File: src/rtl/obstaculo_sched.sv
// obstaculo_sched: cactus obstacle scheduler for the T-rex game.
// Owns NUM_OBS sprite slots, spawns them at pseudo-random frame gaps,
// scrolls them left once per video frame, arbitrates their pixels into a
// single registered stream and tracks game state, speed and score.
// Optional build macro: SCORE_BCD_EN (score as 4 packed BCD digits).
//
// Pixel stream: data qualifies red/green/blue one cycle after sprite_data.
// There is no ready/backpressure; the mixer consumes the stream every cycle.
module obstaculo_sched #(
    parameter int NUM_OBS       = 3,
    parameter int SPRITE_W      = 20,
    parameter int SPRITE_H      = 20,
    parameter int SCREEN_W      = 640,
    parameter int GROUND_Y      = 400,
    parameter int FRAME_LINE    = 480,
    parameter int SPEED_INIT    = 2,
    parameter int SPEED_MAX     = 8,
    parameter int SPEED_STEP    = 256,
    parameter int GAP_MIN       = 40,
    parameter int GAP_RAND_MASK = 63
) (
    input  logic                   clock,
    input  logic                   reset_n,
    input  logic                   start,
    input  logic                   collision,
    input  logic [9:0]             vcount,
    input  logic [NUM_OBS-1:0]     sprite_data,
    input  logic [8*NUM_OBS-1:0]   sprite_rgb,
    output logic [NUM_OBS-1:0]     obs_enable,
    output logic [10*NUM_OBS-1:0]  obs_posx,
    output logic [9:0]             obs_posy,
    output logic [2:0]             red,
    output logic [2:0]             green,
    output logic [1:0]             blue,
    output logic                   data,
    output logic [1:0]             state,
    output logic [3:0]             speed,
    output logic [15:0]            score
);

    localparam int LOG_STEP = $clog2(SPEED_STEP);
    localparam int GAP_W    = $clog2(GAP_MIN + GAP_RAND_MASK + 1);

    localparam logic [9:0]       POSX_SPAWN = 10'(SCREEN_W);
    localparam logic [9:0]       POSY       = 10'(GROUND_Y - SPRITE_H);
    localparam logic [9:0]       LINE_END   = 10'(FRAME_LINE);
    localparam logic [3:0]       SPD_INIT   = 4'(SPEED_INIT);
    localparam logic [3:0]       SPD_MAX    = 4'(SPEED_MAX);
    localparam logic [GAP_W-1:0] GAP_BASE   = GAP_W'(GAP_MIN);
    localparam logic [7:0]       GAP_MASK   = 8'(GAP_RAND_MASK);
    localparam logic [7:0]       LFSR_SEED  = 8'hA5;

    // Reject parameter sets the slot/speed logic cannot honour.
    if (SPRITE_W < 1 || SPRITE_W > SCREEN_W || SPEED_STEP < 2 ||
        (SPEED_STEP & (SPEED_STEP - 1)) != 0) begin : g_bad_params
        $error("obstaculo_sched: illegal parameter combination");
    end

    typedef enum logic [1:0] {
        S_IDLE = 2'b00,
        S_RUN  = 2'b01,
        S_OVER = 2'b10
    } state_t;

    state_t             r_state;
    state_t             w_state_nxt;
    logic               w_clear;
    logic               w_run_tick;

    logic               r_prev_eq;
    logic               w_at_line;
    logic               w_tick;
    logic [7:0]         r_lfsr;

    logic [NUM_OBS-1:0] r_en;
    logic [9:0]         r_posx [NUM_OBS];
    logic [GAP_W-1:0]   r_gap;
    logic [3:0]         r_speed;
    logic [15:0]        r_score;

    logic [NUM_OBS-1:0] w_en_ret;
    logic [9:0]         w_posx_ret [NUM_OBS];
    logic [NUM_OBS-1:0] w_en_nxt;
    logic [9:0]         w_posx_nxt [NUM_OBS];
    logic               w_spawned;
    logic [GAP_W-1:0]   w_gap_nxt;
    logic [15:0]        w_score_nxt;
    logic               w_speed_step;
    logic [3:0]         w_speed_nxt;

    logic               w_pix_valid;
    logic [7:0]         w_pix_rgb;
    logic               r_data;
    logic [7:0]         r_rgb;

    // ------------------------------------------------------------------
    // Frame tick: one pulse on the first cycle vcount sits on FRAME_LINE.
    // ------------------------------------------------------------------
    assign w_at_line = (vcount == LINE_END);
    assign w_tick    = w_at_line & ~r_prev_eq;

    // Remember whether the previous cycle was already on the frame line.
    always_ff @(posedge clock or negedge reset_n) begin
        if (!reset_n) begin
            r_prev_eq <= 1'b0;
        end else begin
            r_prev_eq <= w_at_line;
        end
    end

    // Free-running 8-bit Fibonacci LFSR (taps 8,6,5,4) for spawn gaps.
    always_ff @(posedge clock or negedge reset_n) begin
        if (!reset_n) begin
            r_lfsr <= LFSR_SEED;
        end else begin
            r_lfsr <= {r_lfsr[6:0], r_lfsr[7] ^ r_lfsr[5] ^ r_lfsr[4] ^ r_lfsr[3]};
        end
    end

    // ------------------------------------------------------------------
    // Game FSM
    // ------------------------------------------------------------------
    // State register.
    always_ff @(posedge clock or negedge reset_n) begin
        if (!reset_n) begin
            r_state <= S_IDLE;
        end else begin
            r_state <= w_state_nxt;
        end
    end

    // Next state plus the two datapath strobes: full clear and frame update.
    // A collision in RUN wins over the tick, so the hit frame never scrolls.
    always_comb begin
        w_state_nxt = r_state;
        w_clear     = 1'b0;
        w_run_tick  = 1'b0;
        case (r_state)
            S_IDLE: begin
                if (start) begin
                    w_state_nxt = S_RUN;
                    w_clear     = 1'b1;
                end
            end
            S_RUN: begin
                if (collision) begin
                    w_state_nxt = S_OVER;
                end else if (w_tick) begin
                    w_run_tick = 1'b1;
                end
            end
            S_OVER: begin
                if (start) begin
                    w_state_nxt = S_RUN;
                    w_clear     = 1'b1;
                end
            end
            default: begin
                w_state_nxt = S_IDLE;
            end
        endcase
    end

    // ------------------------------------------------------------------
    // Slot update for one frame: retire/scroll first, then spawn, so a
    // slot retired this frame is already eligible for the spawn.
    // ------------------------------------------------------------------
    // Retire slots that would scroll past x=0, move the rest left.
    always_comb begin
        w_en_ret = r_en;
        for (int i = 0; i < NUM_OBS; i++) begin
            w_posx_ret[i] = r_posx[i];
            if (r_en[i]) begin
                if (r_posx[i] < {6'd0, r_speed}) begin
                    w_en_ret[i]   = 1'b0;
                    w_posx_ret[i] = POSX_SPAWN;
                end else begin
                    w_posx_ret[i] = r_posx[i] - {6'd0, r_speed};
                end
            end
        end
    end

    // Spawn into the lowest free slot when the gap has expired; with no free
    // slot the gap parks at zero and the spawn retries next frame.
    always_comb begin
        w_en_nxt  = w_en_ret;
        w_spawned = 1'b0;
        for (int i = 0; i < NUM_OBS; i++) begin
            w_posx_nxt[i] = w_posx_ret[i];
        end
        if (r_gap == '0) begin
            for (int i = 0; i < NUM_OBS; i++) begin
                if (!w_spawned && !w_en_ret[i]) begin
                    w_en_nxt[i]   = 1'b1;
                    w_posx_nxt[i] = POSX_SPAWN;
                    w_spawned     = 1'b1;
                end
            end
        end
        if (r_gap != '0) begin
            w_gap_nxt = r_gap - GAP_W'(1);
        end else if (w_spawned) begin
            w_gap_nxt = GAP_BASE + GAP_W'(r_lfsr & GAP_MASK);
        end else begin
            w_gap_nxt = '0;
        end
    end

    // ------------------------------------------------------------------
    // Score and speed-step source
    // ------------------------------------------------------------------
`ifdef SCORE_BCD_EN
    logic [LOG_STEP-1:0] r_step_cnt;
    logic [LOG_STEP-1:0] w_step_cnt_nxt;

    // Add one to a 4-digit packed BCD value with decimal carries.
    function automatic logic [15:0] bcd_inc(input logic [15:0] v);
        logic [15:0] res;
        logic        carry;
        res   = v;
        carry = 1'b1;
        for (int d = 0; d < 4; d++) begin
            if (carry) begin
                if (v[4*d +: 4] == 4'd9) begin
                    res[4*d +: 4] = 4'd0;
                end else begin
                    res[4*d +: 4] = v[4*d +: 4] + 4'd1;
                    carry         = 1'b0;
                end
            end
        end
        return res;
    endfunction

    assign w_score_nxt    = (r_score == 16'h9999) ? r_score : bcd_inc(r_score);
    assign w_step_cnt_nxt = r_step_cnt + LOG_STEP'(1);
    assign w_speed_step   = (w_step_cnt_nxt == '0);

    // Binary frame counter that paces speed steps independently of BCD score.
    always_ff @(posedge clock or negedge reset_n) begin
        if (!reset_n) begin
            r_step_cnt <= '0;
        end else if (w_clear) begin
            r_step_cnt <= '0;
        end else if (w_run_tick) begin
            r_step_cnt <= w_step_cnt_nxt;
        end
    end
`else
    assign w_score_nxt  = (r_score == 16'hFFFF) ? r_score : r_score + 16'd1;
    assign w_speed_step = (r_score != 16'hFFFF) && (w_score_nxt[LOG_STEP-1:0] == '0);
`endif

    assign w_speed_nxt = (w_speed_step && (r_speed < SPD_MAX)) ? r_speed + 4'd1 : r_speed;

    // Slot, gap, score and speed registers: cleared on (re)start, updated once
    // per frame in RUN, frozen otherwise.
    always_ff @(posedge clock or negedge reset_n) begin
        if (!reset_n) begin
            r_en    <= '0;
            r_gap   <= GAP_BASE;
            r_speed <= SPD_INIT;
            r_score <= '0;
            for (int i = 0; i < NUM_OBS; i++) begin
                r_posx[i] <= POSX_SPAWN;
            end
        end else if (w_clear) begin
            r_en    <= '0;
            r_gap   <= GAP_BASE;
            r_speed <= SPD_INIT;
            r_score <= '0;
            for (int i = 0; i < NUM_OBS; i++) begin
                r_posx[i] <= POSX_SPAWN;
            end
        end else if (w_run_tick) begin
            r_en    <= w_en_nxt;
            r_gap   <= w_gap_nxt;
            r_speed <= w_speed_nxt;
            r_score <= w_score_nxt;
            for (int i = 0; i < NUM_OBS; i++) begin
                r_posx[i] <= w_posx_nxt[i];
            end
        end
    end

    // ------------------------------------------------------------------
    // Pixel arbiter: lowest-index valid sprite wins, output registered.
    // ------------------------------------------------------------------
    // Priority select; scanning downward leaves the lowest index in place.
    always_comb begin
        w_pix_valid = 1'b0;
        w_pix_rgb   = 8'd0;
        for (int i = NUM_OBS - 1; i >= 0; i--) begin
            if (sprite_data[i]) begin
                w_pix_valid = 1'b1;
                w_pix_rgb   = sprite_rgb[8*i +: 8];
            end
        end
    end

    // Register the arbitrated pixel for the VGA mixer.
    always_ff @(posedge clock or negedge reset_n) begin
        if (!reset_n) begin
            r_data <= 1'b0;
            r_rgb  <= 8'd0;
        end else begin
            r_data <= w_pix_valid;
            r_rgb  <= w_pix_rgb;
        end
    end

    // ------------------------------------------------------------------
    // Outputs
    // ------------------------------------------------------------------
    for (genvar gi = 0; gi < NUM_OBS; gi++) begin : g_posx
        assign obs_posx[10*gi +: 10] = r_posx[gi];
    end

    assign obs_enable = r_en;
    assign obs_posy   = POSY;
    assign red        = r_rgb[7:5];
    assign green      = r_rgb[4:2];
    assign blue       = r_rgb[1:0];
    assign data       = r_data;
    assign state      = r_state;
    assign speed      = r_speed;
    assign score      = r_score;

endmodule
File: config.mk
export PLATFORM = sky130hd
export DESIGN_NAME = obstaculo_sched
export DESIGN_NICKNAME = d
export VERILOG_FILES = /design/src/rtl/obstaculo_sched.sv
export SDC_FILE = /design/constraint.sdc
export NUM_CORES = 1
export LEC_CHECK = 0
export CAP_MARGIN = 20
export CORE_ASPECT_RATIO = 2
export CORE_MARGIN = 2
export CORE_UTILIZATION = 50
export DETAILED_ROUTE_END_ITERATION = 10
export GPL_ROUTABILITY_DRIVEN = 0
export PLACE_DENSITY = 0.81
export REMOVE_ABC_BUFFERS = 1
export SKIP_LAST_GASP = 1
export SYNTH_ARGS = -nofsm -noshare
export SYNTH_HDL_FRONTEND = slang
export SYNTH_SLANG_ARGS = --single-unit
export TNS_END_PERCENT = 5
File: constraint.sdc
create_clock -name clock -period 3.4 [get_ports clock]
set_clock_uncertainty 0.15 [all_clocks]
set_input_delay 0.68 -clock clock [delete_from_list [all_inputs] [get_ports clock]]
set_output_delay 0.68 -clock clock [all_outputs]
set_load 0.02 [all_outputs]
# After elaboration in Yosys (flattened, before gate mapping)
# Cells that the tools add are included.
[totals] regBits=80 input_bits=41 out_inout_bits=74 elab_cells=108
[op_classes] addsub=7 magnitude_cmp=4 n_eq_ne=8 mux=53 bitwise=5 n_reduce_logical=18
[op_table] op="$mux 10" n=9
[op_table] op="$mux 30" n=3
[op_table] op="$mux 16" n=3
[op_table] op="$lt 10x4->1" n=3
[op_table] op="$sub 10x4->10" n=3
[op_table] op="$mux 7" n=4
[op_table] op="$mux 8" n=3
[op_table] op="$mux 1" n=22
[op_table] op="$add 16x1->16 const B" n=1
[op_table] op="$eq 16x16->1 const B" n=1
[op_table] op="$ne 16x16->1 const B" n=1
[op_table] op="$mux 4" n=3
[op_table] op="$eq 10x9->1 const B" n=1
[op_table] op="$mux 3" n=3
[op_table] op="$logic_not 8->1" n=1
[op_table] op="$add 6x6->7 const A" n=1
[op_table] op="$logic_not 7->1" n=1
[op_table] op="$reduce_bool 7->1" n=1
[op_table] op="$sub 7x1->7 const B" n=1
[op_table] op="$reduce_and 2->1" n=3
[op_table] op="$add 4x1->4 const B" n=1
[op_table] op="$logic_and 1x1->1" n=4
[op_table] op="$logic_not 1->1" n=4
[op_table] op="$lt 4x4->1 const B" n=1
[op_table] op="12 further kinds" n=17

# Depth between registers and ports, before layout
# Gate-level depths: netlist of the first run.
[logic_depth] word_depth=17 depth_mapped=11 depth_no_buf=10

# Worst setup path after synthesis of the first run
# OpenSTA, ideal clock, no wires.
[synth_path] path_type="reg2reg" start="register r_speed[1] (netlist: speed[1])" end="register r_gap[6]" setup_time_ns=0.095 arrival_time_ns=2.818 t_required_ns=3.155 path_slack_ns=0.336 stages_incl_launch_ff=10 path_buffers=1 period_less_slack_ns=3.064 path_cell_list="dfstp_2 -> inv_1 -> fa_1 -> a21o_1 -> a2111oi_0 -> nand2b_1 -> or3_1 -> clkbuf_1 -> nand2_1 -> o31ai_1"
[synth_between] elab_chain_cells=17 word_cells_on_any_way=25 classes_between="order compare: 3; mux: 16; reduce/logical: 6"
[synth_rtl] item="from (decl)" line_no="78" text="logic [3:0] r_speed;"
[synth_rtl] item="from (signal assigned)" line_no="279" text="r_speed <= w_speed_nxt;"
[synth_rtl] item="$lt 10x4->1" line_no="174" text="if (r_posx[i] < {6'd0, r_speed}) begin"
[synth_rtl] item="$mux 1" line_no="174"
[synth_rtl] item="$mux 1" line_no="173" text="if (r_en[i]) begin"
[synth_rtl] item="$mux 1" line_no="194" text="if (!w_spawned && !w_en_ret[i]) begin"
[synth_rtl] item="$mux 1" line_no="192" text="if (r_gap == '0) begin"
[synth_rtl] item="$logic_not 1->1" line_no="194"
[synth_rtl] item="$logic_and 1x1->1" line_no="194"
[synth_rtl] item="$mux 1" line_no="194"
[synth_rtl] item="$mux 1" line_no="192"
[synth_rtl] item="$logic_not 1->1" line_no="194"
[synth_rtl] item="$logic_and 1x1->1" line_no="194"
[synth_rtl] item="$mux 1 *" line_no="194"
[synth_rtl] item="$mux 1 *" line_no="192"
[synth_rtl] item="$mux 7 *" line_no="203" text="end else if (w_spawned) begin"
[synth_rtl] item="$mux 7 *" line_no="201" text="if (r_gap != '0) begin"
[synth_rtl] item="$mux 7 *" line_no="276" text="end else if (w_run_tick) begin"
[synth_rtl] item="$mux 7 *" line_no="268" text="end else if (w_clear) begin"
[synth_rtl] item="to (signal assigned)" line_no="278" text="r_gap <= w_gap_nxt;"
[synth_rtl] item="to (decl)" line_no="77" text="logic [GAP_W-1:0] r_gap;"
# Every way passes the cells marked *; elsewhere a longest branch is shown, timed or not. The select of a mux whose other input is x is not followed.
# A chain may end at the register's enable or synchronous reset.

# Final worst setup path of the first run
[layout_path] start="input vcount[1]" end="register r_speed[1] (netlist: speed[1])"
[layout_between] elab_chain_cells=7
[layout_rtl] item="from (decl)" line_no="26" text="input logic [9:0] vcount,"
[layout_rtl] item="$eq 10x9->1" line_no="99" text="assign w_at_line = (vcount == LINE_END);"
[layout_rtl] item="$and 1x1->1" line_no="100" text="assign w_tick = w_at_line & ~r_prev_eq;"
[layout_rtl] item="$mux 1" line_no="148" text="end else if (w_tick) begin"
[layout_rtl] item="$mux 1" line_no="146" text="if (collision) begin"
[layout_rtl] item="$mux 1" line_no="138" text="case (r_state)"
[layout_rtl] item="$reduce_bool 2->1 (no line)"
[layout_rtl] item="$reduce_and 2->1 (no line)"
# Every way passes these cells.

==> flow_metrics.tcl, run 1 <==
set metrics [dict create \
    hold_viol_final 0 \
    yosys.area.top_type_share_pct 35.8 \
    initial_core_util_pct 50.5 \
    numCtsBuffers 9 \
    num_antenna_cells 0 \
    critPathKind "input pin to flip-flop" \
    grt_pass1_vias 4495 \
    grt_antenna_before_repair 0 \
    synth.distinct_cells 60 \
    place_area_mm2 0.00591 \
    netlist_instances 522 \
    design.die.area_mm2 0.0102 \
    setup_viol 0 \
    cts_resized 0 \
    nets 700 \
    wirelength_mm 12.6 \
    worst_r2r_path_depth 10 \
    area.growth.synth_to_final_pct 34.1 \
    min_path_type "input pin to asynchronous set/reset pin" \
    finalCritPeriodShare_pct 93.2 \
    clockPowerShare_pct 45.2 \
    drive_gt1_share_pct 10.7 \
    reg2reg_to "r_gap[4]$_DFFE_PN0P_" \
    synth_top_area_cell "dfrtp_1" \
    vias_per_cell 6.01 \
    worst_pin_slew_ns 0.808 \
    coreArea_mm2 0.00926 \
    fmax_mhz 315 \
    synth_compound_area_share_pct 18.3 \
    synth_top_family_by_area "simple AND/OR/NAND/NOR gates" \
    synth-edff-count 0 \
    yosys.area_share.simple_pct 22.5 \
    ys.warnings.count 0 \
    period_minus_slack_ns 3.17 \
    post-cts-setup-buffer-count 0 \
    grt_pass1_wl_mm 20.9 \
    reg2reg_slack_ns 0.25 \
    grt_max_degree 81 \
    p_sw_mw 0.567 \
    clk_pin_slew_ns 0.06 \
    drv_cap 0 \
    p_sw_share_pct 24.0 \
    yosys.area_share.adder_pct 5.56 \
    peakVddDrop_mv 0.314 \
    slowest_stage "or4_4" \
    synth-xor-area-share_pct 3.93 \
    dp.cells 732 \
    comb_power_share_pct 12.2 \
    cp-start-kind "input pin" \
    io_buffers 104 \
    cp_max_fo 4 \
    synthFlopType "dfrtp_1" \
    dieWidth_um 72.4 \
    avgSynthCellArea_um2 8.96 \
    worst_setup_path_end_kind "flip-flop" \
    route.detailed.drc 0 \
    nFillCells 722 \
    slew_viol_final 0 \
    clock_sinks 80 \
    crit_chain "clkdlybuf4s50_1 -> or4_4 -> or4_4 -> or4_4 -> or2_4 -> mux2_4" \
    grt_usage_pct 25.9 \
    ant_nets 0 \
    ys_seq_area_share_pct 43.1 \
    p_int_mw 1.80 \
    place_hpwl_mm 9.58 \
    crit_family "simple AND/OR/NAND/NOR gates" \
    required_ns 3.52 \
    clk_latency_ns 0.34 \
    firstDrtPassIters 4 \
    first_iter_violations 251 \
    crit_buf_inv 1 \
    grt_overflow 0 \
    syn_area_mm2 0.00468 \
    htreeDepth 3 \
    hold_buffers 0 \
    synth_area_leaders "dfrtp_1 (36%), dfstp_2 (7.3%), nand2_1 (4.3%)" \
    yosysMostFrequentCell "dfrtp_1" \
    maxSlewHeadroom_pct 45.3 \
    ios 115 \
    synth_seq_cells 80 \
    ys_async_sr_fraction_pct 100 \
    final_cell_area_mm2 0.00627 \
    outcome "completed" \
    cpPeakStageDelay_ns 0.56 \
    vias 4501 \
    r2r_start "speed[0]$_DFFE_PN0P_" \
    critPathMostFrequentCell "or4_4" \
    synthTopCellsByCount "dfrtp_1 (67), nand2_1 (54), nor2_1 (47), o21ai_0 (40), a21oi_1 (34)" \
    fp-row-count 50 \
    cts-root-buf "clkbuf_16" \
    muxShareOfSynthArea_pct 1.66 \
    fin_cells 749 \
    p_seq_share_pct 42.6 \
    worstPathArrival_ns 3.29 \
    clk_path_buf_depth 2 \
    die_h_um 141 \
    cellLeakagePower_nw 2.61 \
    post_drt_wl_per_cell_um 16.9 \
    cts_tree "built" \
    power.density_mw_per_mm2 376 \
    rsz0062_at_grt "false" \
]
## worst max path at each step
stage	start	to	slack, ns	cells after the start
2_1_floorplan	vcount[1]	score[10]$_DFFE_PN0P_	-0.42	5
3_3_place_gp	vcount[1]	speed[1]$_DFFE_PN1P_	-0.11	6
3_5_place_dp	vcount[1]	speed[1]$_DFFE_PN1P_	-0.13	6
4_1_cts	speed[0]$_DFFE_PN0P_	r_gap[4]$_DFFE_PN0P_	0.09	10
5_1_grt	speed[0]$_DFFE_PN0P_	r_gap[4]$_DFFE_PN0P_	0.02	10
6_report	vcount[1]	speed[1]$_DFFE_PN1P_	0.23	6
## power by group through the flow
stage          Sequential [mW]  Clock (mW)  Combinational (mW)
2_1_floorplan             1.05           0              0.0860
3_3_place_gp              1.02           0               0.278
3_5_place_dp              1.02           0               0.284
4_1_cts                   1.01        1.08               0.286
5_1_grt                   1.01        1.12               0.311
6_report                  1.01        1.07               0.288
## worst register-to-register path, cell delays in order (launching register included)
cell and delay, ns:
dfrtp_1 0.46, ha_1 0.22, inv_1 0.06, fa_1 0.40, a21o_1 0.25, a2111oi_1 0.46, buf_4 0.20, nand2b_1 0.29
or3_4 0.24, a21oi_1 0.08, o31ai_1 0.22
## stage by stage
| stage | hold slack (ns) | power, mW | TNS, ns | util [%] | setup slack [ns] |
|---|---|---|---|---|---|
| floorplan | 0.183 | 1.13 | -1.79 | - | -0.424 |
| global placement | 0.192 | 1.30 | -0.173 | 63.8 | -0.111 |
| detailed placement | 0.211 | 1.31 | -0.329 | 63.8 | -0.129 |
| CTS | 0.232 | 2.37 | 0 | 67.4 | 0.0862 |
| global route | 0.00545 | 2.44 | 0 | 67.8 | 0.0204 |
| finish | 0.00465 | 2.36 | 0 | 67.8 | 0.230 |
## per-layer routing
metal  track usage [%]  vias to the layer above  part of all wire (%)
li1                  -                     2101                     -
met1              27.4                     2166                    36
met2              46.2                      196                    55
met3              6.50                       38                   6.6
met4              13.1                        0                   3.3
met5                 0                        -                     0
## cell type report
type                            instances  area (um2)  share of cell area, %
Multi-Input combinational cell        401        2480                   39.5
Clock buffer                           11         253                   4.03
Clock inverter                          5        78.8                   1.26
Sequential cell                        80        2020                   32.2
Inverter                               20        75.1                   1.20
Timing Repair Buffer                  128        1240                   19.7
Tap cell                              104         130                   2.07
## layout by cell type, fill, tap and decap left out, drive strengths merged, types with 7 or more instances in the layout
cell | Yosys | layout
a21oi | 34 | 34
a22oi | 9 | 9
a31oi | 7 | 7
buf | 10 | 25
clkbuf | 19 | 11
clkdlybuf4s50 | 0 | 103
conb | 2 | 10
dfrtp | 67 | 67
dfstp | 13 | 13
ha | 16 | 16
inv | 20 | 20
nand2 | 54 | 54
nand3 | 24 | 24
nand4 | 8 | 8
nor2 | 47 | 47
nor2b | 7 | 7
nor3 | 12 | 12
o21ai | 41 | 41
or3 | 14 | 14
or4 | 7 | 7
xnor2 | 11 | 11
xor2 | 10 | 10
## kinds of logic (layout without fill, tap and decap cells)
group | Yosys count | after routing
compound gates | 137 | 137
xor+xnor | 21 | 21
fa+ha+maj | 19 | 19
buf+inv | 49 | 164
flops | 80 | 80
mux | 7 | 7
other cells | 2 | 10
simple gates | 207 | 207
## state kept, by name (all words and copies together) (netlist names)
signal      flops
score          16
r_rgb           8
speed           4
r_lfsr          8
data            1
obs_enable      3
r_gap           7
obs_posx       30
state           2
r_prev_eq       1
Power figures use the tool's default switching activity.
==> run 2, diff against run 1 <==
--- a/config.mk
+++ b/config.mk
@@ -9,6 +9,7 @@
 export CORE_ASPECT_RATIO = 2
 export CORE_MARGIN = 2
 export CORE_UTILIZATION = 50
+export CTS_CLUSTER_SIZE = 28
 export DETAILED_ROUTE_END_ITERATION = 10
 export GPL_ROUTABILITY_DRIVEN = 0
 export PLACE_DENSITY = 0.81
==> results of run 2 <==
Final layout, timing and power as in run 1 (identical DEF).
